[config.mk]
export PLATFORM = sky130hd
export DESIGN_NAME = ex_div_ctrl_flat
export DESIGN_NICKNAME = d
export VERILOG_FILES = /design/src/rtl/ex_div_if.sv /design/src/rtl/ex_div_ctrl.sv /design/src/flat_wrapper.sv
export SDC_FILE = /design/constraint.sdc
export NUM_CORES = 1
export LEC_CHECK = 0
export ABC_CLOCK_PERIOD_IN_PS = 6550
export BUFFER_PORTS_ARGS = -buffer_cell sky130_fd_sc_hd__buf_2
export CAP_MARGIN = 20
export CORE_MARGIN = 10
export CORE_UTILIZATION = 45
export CTS_BUF_LIST = sky130_fd_sc_hd__clkbuf_8
export DETAILED_ROUTE_END_ITERATION = 16
export PLACE_DENSITY = 0.66
export SYNTH_ARGS = -nofsm -noshare
export SYNTH_HDL_FRONTEND = slang
export SYNTH_SLANG_ARGS = --single-unit
[constraint.sdc]
create_clock -name clk -period 6.55 [get_ports clk]
set_input_delay 0.655 -clock clk [delete_from_list [all_inputs] [get_ports clk]]
set_output_delay 0.655 -clock clk [all_outputs]
set_load 0.005 [all_outputs]
[src/rtl/ex_div_if.sv]
// ex_div_if: handshake/data bundle between the EX stage and the divide
// sequencer.
//   start_i    - divide request, held high by EX for the whole operation
//   annul_i    - cancel an in-flight divide (flush/exception)
//   signed_i   - 1 = DIV (two's complement), 0 = DIVU
//   opdata1_i  - dividend, sampled only at acceptance
//   opdata2_i  - divisor, sampled only at acceptance
//   result_o   - {remainder, quotient}
//   ready_o    - result valid (registered)
//   stallreq_o - stall request to the pipeline controller (combinational)
// The master modport is the EX side; the slave modport is the divider.
interface ex_div_if #(
  parameter int WIDTH = 32
);
  logic               start_i;
  logic               annul_i;
  logic               signed_i;
  logic [WIDTH-1:0]   opdata1_i;
  logic [WIDTH-1:0]   opdata2_i;
  logic [2*WIDTH-1:0] result_o;
  logic               ready_o;
  logic               stallreq_o;

  modport master (
    output start_i, annul_i, signed_i, opdata1_i, opdata2_i,
    input  result_o, ready_o, stallreq_o
  );

  modport slave (
    input  start_i, annul_i, signed_i, opdata1_i, opdata2_i,
    output result_o, ready_o, stallreq_o
  );
endinterface

[src/rtl/ex_div_ctrl.sv]
// ex_div_ctrl: multi-cycle restoring divide sequencer for the EX stage.
// Produces one quotient bit per cycle on operand magnitudes, then applies
// sign correction, and holds a stall request until the result is ready.
// Ports:
//   clk - clock, all state on the rising edge
//   rst - asynchronous active-high reset, clears all state and outputs
//   div - ex_div_if slave modport (request, operands, result, ready, stall)
module ex_div_ctrl #(
  parameter int WIDTH = 32
) (
  input logic     clk,
  input logic     rst,
  ex_div_if.slave div
);

  localparam int                CNT_W    = $clog2(WIDTH + 1);
  localparam logic [CNT_W-1:0]  CNT_ZERO = {CNT_W{1'b0}};
  localparam logic [CNT_W-1:0]  CNT_ONE  = {{(CNT_W-1){1'b0}}, 1'b1};
  localparam logic [CNT_W-1:0]  CNT_LAST = CNT_W'(WIDTH);
  localparam logic [WIDTH-1:0]  ZERO_W   = {WIDTH{1'b0}};

  typedef enum logic [1:0] {
    ST_IDLE    = 2'd0,
    ST_DIVZERO = 2'd1,
    ST_ON      = 2'd2,
    ST_DONE    = 2'd3
  } state_t;

  // Two's-complement negation on WIDTH bits.
  function automatic logic [WIDTH-1:0] negate(input logic [WIDTH-1:0] v);
    return ~v + {{(WIDTH-1){1'b0}}, 1'b1};
  endfunction

  state_t             state_r, state_nx_s;
  logic [WIDTH-1:0]   rem_r, rem_nx_s;     // partial remainder
  logic [WIDTH-1:0]   quo_r, quo_nx_s;     // dividend shifting out, quotient shifting in
  logic [WIDTH-1:0]   dsr_r, dsr_nx_s;     // divisor magnitude
  logic [CNT_W-1:0]   cnt_r, cnt_nx_s;
  logic               neg_q_r, neg_q_nx_s; // quotient needs negation
  logic               neg_r_r, neg_r_nx_s; // remainder needs negation
  logic [2*WIDTH-1:0] result_r, result_nx_s;
  logic               ready_r, ready_nx_s;
  logic [WIDTH:0]     trial_s;
  logic               go_s;

  // Shifted remainder (with next dividend bit) minus divisor; MSB set means the
  // subtraction would go negative, so the remainder is restored.
  assign trial_s = {rem_r, quo_r[WIDTH-1]} - {1'b0, dsr_r};
  assign go_s    = div.start_i & ~div.annul_i;

  assign div.result_o   = result_r;
  assign div.ready_o    = ready_r;
  assign div.stallreq_o = go_s & ~ready_r;

  // State register and datapath registers.
  always_ff @(posedge clk or posedge rst) begin
    if (rst) begin
      state_r  <= ST_IDLE;
      rem_r    <= ZERO_W;
      quo_r    <= ZERO_W;
      dsr_r    <= ZERO_W;
      cnt_r    <= CNT_ZERO;
      neg_q_r  <= 1'b0;
      neg_r_r  <= 1'b0;
      result_r <= {2*WIDTH{1'b0}};
      ready_r  <= 1'b0;
    end else begin
      state_r  <= state_nx_s;
      rem_r    <= rem_nx_s;
      quo_r    <= quo_nx_s;
      dsr_r    <= dsr_nx_s;
      cnt_r    <= cnt_nx_s;
      neg_q_r  <= neg_q_nx_s;
      neg_r_r  <= neg_r_nx_s;
      result_r <= result_nx_s;
      ready_r  <= ready_nx_s;
    end
  end

  // Next-state and datapath update logic.
  always_comb begin
    state_nx_s  = state_r;
    rem_nx_s    = rem_r;
    quo_nx_s    = quo_r;
    dsr_nx_s    = dsr_r;
    cnt_nx_s    = cnt_r;
    neg_q_nx_s  = neg_q_r;
    neg_r_nx_s  = neg_r_r;
    result_nx_s = result_r;
    ready_nx_s  = ready_r;

    case (state_r)
      ST_IDLE: begin
        if (go_s) begin
          if (div.opdata2_i == ZERO_W) begin
            state_nx_s = ST_DIVZERO;
          end else begin
            if (div.signed_i && div.opdata1_i[WIDTH-1]) begin
              quo_nx_s = negate(div.opdata1_i);
            end else begin
              quo_nx_s = div.opdata1_i;
            end
            if (div.signed_i && div.opdata2_i[WIDTH-1]) begin
              dsr_nx_s = negate(div.opdata2_i);
            end else begin
              dsr_nx_s = div.opdata2_i;
            end
            neg_q_nx_s = div.signed_i & (div.opdata1_i[WIDTH-1] ^ div.opdata2_i[WIDTH-1]);
            neg_r_nx_s = div.signed_i & div.opdata1_i[WIDTH-1];
            rem_nx_s   = ZERO_W;
            cnt_nx_s   = CNT_ZERO;
            state_nx_s = ST_ON;
          end
        end else begin
          state_nx_s = ST_IDLE;
        end
      end

      ST_DIVZERO: begin
        rem_nx_s   = ZERO_W;
        quo_nx_s   = ZERO_W;
        state_nx_s = ST_DONE;
      end

      ST_ON: begin
        // Dropping start_i mid-divide counts as a cancel.
        if (!go_s) begin
          state_nx_s = ST_IDLE;
        end else if (cnt_r == CNT_LAST) begin
          // Corrected values go back into the working registers too, so DONE
          // can reload result from them without redoing the correction.
          if (neg_q_r) begin
            quo_nx_s = negate(quo_r);
          end else begin
            quo_nx_s = quo_r;
          end
          if (neg_r_r) begin
            rem_nx_s = negate(rem_r);
          end else begin
            rem_nx_s = rem_r;
          end
          result_nx_s = {rem_nx_s, quo_nx_s};
          ready_nx_s  = 1'b1;
          state_nx_s  = ST_DONE;
        end else begin
          if (trial_s[WIDTH]) begin
            rem_nx_s = {rem_r[WIDTH-2:0], quo_r[WIDTH-1]};
          end else begin
            rem_nx_s = trial_s[WIDTH-1:0];
          end
          quo_nx_s = {quo_r[WIDTH-2:0], ~trial_s[WIDTH]};
          cnt_nx_s = cnt_r + CNT_ONE;
        end
      end

      ST_DONE: begin
        // Entering from DIVZERO, ready is raised one edge after entry.
        if (!div.start_i) begin
          ready_nx_s  = 1'b0;
          result_nx_s = {2*WIDTH{1'b0}};
          state_nx_s  = ST_IDLE;
        end else begin
          ready_nx_s  = 1'b1;
          result_nx_s = {rem_r, quo_r};
          state_nx_s  = ST_DONE;
        end
      end

      default: begin
        state_nx_s = ST_IDLE;
      end
    endcase
  end

endmodule

[src/flat_wrapper.sv]
// flat-port wrapper written by rule: the top's interface ports become plain ports
module ex_div_ctrl_flat 
#(
  parameter int WIDTH = 32
)
  (clk, rst, div_start_i, div_annul_i, div_signed_i, div_opdata1_i, div_opdata2_i, div_result_o, div_ready_o, div_stallreq_o);
  ex_div_if #(.WIDTH(WIDTH)) div_i ();
  input logic clk;
  input logic rst;
  input wire logic [$bits(div_i.start_i)-1:0] div_start_i;
  input wire logic [$bits(div_i.annul_i)-1:0] div_annul_i;
  input wire logic [$bits(div_i.signed_i)-1:0] div_signed_i;
  input wire logic [$bits(div_i.opdata1_i)-1:0] div_opdata1_i;
  input wire logic [$bits(div_i.opdata2_i)-1:0] div_opdata2_i;
  output wire logic [$bits(div_i.result_o)-1:0] div_result_o;
  output wire logic [$bits(div_i.ready_o)-1:0] div_ready_o;
  output wire logic [$bits(div_i.stallreq_o)-1:0] div_stallreq_o;
  assign div_i.start_i = div_start_i;
  assign div_i.annul_i = div_annul_i;
  assign div_i.signed_i = div_signed_i;
  assign div_i.opdata1_i = div_opdata1_i;
  assign div_i.opdata2_i = div_opdata2_i;
  assign div_result_o = div_i.result_o;
  assign div_ready_o = div_i.ready_o;
  assign div_stallreq_o = div_i.stallreq_o;
  ex_div_ctrl #(.WIDTH(WIDTH)) u_core (.clk(clk), .rst(rst), .div(div_i));
endmodule
* After elaboration in Yosys (flattened, before gate mapping)
Cells that the tools add are included.
** Cells by class
- Order comparisons :: 0
- Multiply operators :: 0
- $add $sub $neg :: 6
- Div/mod/pow operators :: 0
- Reduce and logical (&&, ||, !) cells :: 11
- Bitwise operators :: 13
- Eq/ne operators :: 10
- Mux-type cells :: 34
- Shift operators :: 0
** Operators by type and width (number)
- $mux W32 :: 13
- $mux W64 :: 3
- $pmux W32 S3 :: 2
- $add A32 B1 Y32 const B :: 4
- $not A32 Y32 :: 4
- $pmux W64 S2 :: 1
- $sub A33 B32 Y33 :: 1
- $logic_not A32 Y1 :: 1
- $mux W6 :: 4
- $pmux W6 S2 :: 1
- $mux W2 :: 5
- $pmux W2 S4 :: 1
- $add A6 B1 Y6 const B :: 1
- $eq A6 B6 Y1 const B :: 1
- $ne A2 B1 Y1 const B :: 3
- $reduce_and A3 Y1 :: 2
- $reduce_and A5 Y1 :: 1
- $and A1 B1 Y1 :: 4
- $eq A2 B2 Y1 const B :: 2
- $ne A2 B2 Y1 const B :: 2
- $not A1 Y1 :: 4
- $reduce_and A4 Y1 :: 1
- $reduce_bool A2 Y1 :: 2
- $mux W1 :: 3
- 7 further kinds :: 8
** Storage, ports and cells
- Output and inout port bits :: 66
- RAM bits :: 0
- Memories :: 0
- Input port bits :: 69
- Bits in read-only memories :: 0
- Flip-flop bits (word level) :: 171
- Bits in latches :: 0
- Logic and storage cells :: 83

* Depth between registers and ports, before layout
- Depth after elaboration :: 6
- Mapped depth :: 13
- Depth with buffers taken out :: 11

* Worst setup path before layout
No wires, ideal clock.
- Path type :: reg-to-reg
- From :: register u_core.quo_r[31]
- To :: register u_core.rem_r[31]
- Period minus slack after synthesis :: 3.432 ns
- Setup slack :: 3.118 ns
- Buffers on the path :: 1
- Arrival time :: 3.299 ns
- Data required time :: 6.417 ns
- Cell stages (with the launch flop) :: 13
- Setup time :: 0.133 ns
- Cell sequence :: dfrtp_1 -> inv_1 -> ha_1 -> fa_1 -> nor2b_1 -> o31a_1 -> o211ai_1 -> o41ai_2 -> a2111oi_2 -> nor3_2 -> buf_2 -> mux2i_1 -> o211ai_1
** Between the ends
- Word-level cells in the longest chain between the ends :: 5
** Ends and longest elaborated chain
- from (decl) :: line ex_div_ctrl.sv:36 : logic [WIDTH-1:0] quo_r, quo_nx_s;
- from (signal assigned) :: line ex_div_ctrl.sv:70 : quo_r <= quo_nx_s;
- $sub A33 B32 Y33 :: line ex_div_ctrl.sv:48 : assign trial_s = {rem_r, quo_r[WIDTH-1]} - {1'b0, dsr_r};
- $mux W32 :: line ex_div_ctrl.sv:146 : if (trial_s[WIDTH]) begin
- $mux W32 :: line ex_div_ctrl.sv:129 : end else if (cnt_r == CNT_LAST) begin
- $mux W32 :: line ex_div_ctrl.sv:127 : if (!go_s) begin
- $pmux W32 S3 :: line ex_div_ctrl.sv:92 : case (state_r)
- to (signal assigned) :: line ex_div_ctrl.sv:69 : rem_r <= rem_nx_s;
- to (decl) :: line ex_div_ctrl.sv:35 : logic [WIDTH-1:0] rem_r, rem_nx_s;
Every way passes these cells. The select of a mux whose other input is x is not followed.
A chain may end at the register's enable or synchronous reset.

* Worst setup path in the final report
- From :: register u_core.quo_r[31]
- To :: register u_core.rem_r[2]
Same word-level chain as after synthesis.

==> metrics.cfg <==
[pwr]
p_sw_frac=0.392
p_seq_frac=0.427
p_leak_nw=6.35
power_w=0.00322
p_clk_frac=0.250
pwr-share-comb=0.323
p_per_area_nw_per_um2=221
power.switching_w=0.00126
p_int_w=0.00196
irDropWorstVdd_v=0.000106

[placement]
io_buffers=134
gp_congestion=0.936
hpwl_um=32100

[die]
io_pins=135
start_util=0.455
rows=63
design.core.area_um2=29600
die-width_um=193
die_area_um2=37200
die_height_um=193

[layout]
drive_above_1_share=0.121
post-route-util=0.494
n_fill_cell=2979
synthToLayoutAreaGrowth_pct=8.60
multiInputGateArea_um2=8350
diodes=0
seq_area_um2=4280
nets=1862

[timing]
slew_headroom=0.281
max_freq_mhz=235
rsz0062_at_grt=no
hold_slack_ps=224
setup_tns_ps=0
hold_violations=0
timing.final.crit_share=0.650
slew_viol_final=0
worstMarginPinSlew_ps=1080
skew_ps=15.2
layout_min_cycle_time_ps=4250
setup_violations=0

[grt]
grt_max_degree=130
antenna_found_initial=3
grt_overflow=0
grt_pass1_wl_um=68100
first_global_vias=11900
grt_usage=0.229

[job]
maxCapViolCount=0

[routing]
drc_errors=0
drtIter0Drc=1562
vias=13100
wl_per_cell_um=19.9
wl_um=42900
vias_per_cell=6.08
drt_first_pass_iters=8
final_antenna_net_count=0

[yosys]
muxShareOfSynthArea=0.0167
syn_area_um2=13400
synth_most_common_cell=nor2_1
synthArstFlopShare=1.00
synth_top_family_by_area=compound AO/OA/AOI/OAI gates
synth_compound_area_frac=0.297
ys_warn_count=0
synth-simple-area-share=0.183
ys_seq_area_frac=0.318
synthFlopType=dfrtp_1
synth_edf_count=0
synth_xor_xnor_area_share=0.0808
yosysTopAreaCellShare=0.318
synth_nets=1839
synth_seq_cells=171
synth.avg_cell_area_um2=7.78
synthAdderAreaFrac=0.0406
syn_inst=1727
yosys.area.top_type=dfrtp_1
synth_common_cells=nor2_1, a21oi_1, dfrtp_1, o21ai_0, nand2_1
synth_cell_types=83
yosys-top-cells-area=dfrtp_1, a21oi_1, o21ai_0

[worst_setup_path]
startpoint=u_core.quo_r[31]
start_kind=flop
r2r-start=u_core.quo_r[31]
critical_path_required_ps=6910
cp-end-kind=flop
cp.arrival_ps=4610
r2r-end=u_core.rem_r[2]
path_max_fanout=14
reg2regPathDepth=12
worstSetupPathType=flop to flop
rrSetupSlack_ps=2300

[clock_tree]
insertion_delay_ps=500
ctsHoldBuffers=0
cts_setup_buffers=0
cts_resized=0
cts_buffers=17
htree_levels=4
cts.path.max_buffers=2
cts_tree=yes
cts_root_buffer=clkbuf_8
path_clk_slew_ps=110
cts.sinks=171

[outcome]
status=complete, no violations

[hold_path]
hp-class=input port to async pin

[sequential cells by signal, indices dropped and copies added (netlist names)]
name / count
u_core.rem_r: 32
u_core.div.result_o: 64
u_core.dsr_r: 32
u_core.neg_q_r: 1
u_core.div.ready_o: 1
u_core.quo_r: 32
u_core.state_r: 2
u_core.neg_r_r: 1
u_core.cnt_r: 6
[worst max-delay path: stages, from the launching register on]
cell	delay, ps
dfrtp_1	390
inv_1	90
ha_1	210
fa_1	400
nor2b_1	160
o31a_1	210
o211ai_1	220
o41ai_2	680
a2111oi_2	330
nor3_4	680
buf_4	370
mux2i_1	240
o221ai_1	120
[final cells by class]
class | count | area share
clock buffer | 19 | 0.0179
clock inverter | 13 | 0.00977
inverter | 64 | 0.0168
multi-input combinational | 1344 | 0.572
sequential | 171 | 0.293
tap | 390 | 0.0334
timing repair buffer | 152 | 0.0574
[power groups by stage]
stage	Combinational, W	Clock [W]	Sequential, W
CTS	0.00103	0.000818	0.00137
finish	0.00104	0.000805	0.00138
global route	0.00116	0.000861	0.00140
global placement	0.00101	0	0.00138
detailed placement	0.00102	0	0.00139
floorplan	0.000761	0	0.00131
[layer usage]
| metal | up-vias | track usage | share of wire |
|---|---|---|---|
| met4 | 6 | 0.0507 | 0.013 |
| met1 | 6119 | 0.370 | 0.49 |
| met5 | - | 0 | 0.00065 |
| li1 | 6295 | - | - |
| met3 | 40 | 0.0493 | 0.11 |
| met2 | 627 | 0.295 | 0.38 |
[cells by family after synthesis]
| family | Yosys count |
|---|---|
| xor gates and xnor gates | 124 |
| AOI/OAI and AO/OA | 621 |
| adders and majority gates | 43 |
| buffers and inverters | 212 |
| and+or+nand+nor | 534 |
| muxes | 22 |
| DFF | 171 |
[how the worst max path moves through the flow]
stage,cells after the start,to
after floorplan,1,u_core.cnt_r[0]
after global placement,10,u_core.rem_r[1]
after detailed placement,10,u_core.rem_r[1]
after CTS,12,u_core.rem_r[2]
after global routing,12,u_core.rem_r[2]
final,12,u_core.rem_r[2]
[stage by stage]
stage               area (µm²)  instances  worst slack (ps)
finish                   14600       2153              2300
global route             14600       2153              1940
CTS                      14600       2153              2310
detailed placement       14200       2121              2200
global placement         14200       2120              2270
floorplan                13400       1727              1260
[placed cells by master, fill, tap and decap left out, types with 13 or more instances in the layout]
cell type,instances
or3_1,15
ha_1,41
o21a_1,27
xor2_1,54
and2_1,14
dfrtp_1,171
nand3_1,33
buf_2,134
nor4_1,15
o21ai_0,151
inv_1,62
xnor2_1,70
a21o_1,21
o221ai_1,16
nor3_1,50
nand2_1,142
mux2i_1,19
buf_4,16
a31oi_1,30
or4_1,13
a21oi_1,181
o31a_1,14
nor2_1,188
a22oi_1,26
o211ai_1,20
and3_1,14
o41ai_1,18
clkbuf_8,19
o31ai_1,30
Power figures use the tool's default switching activity.
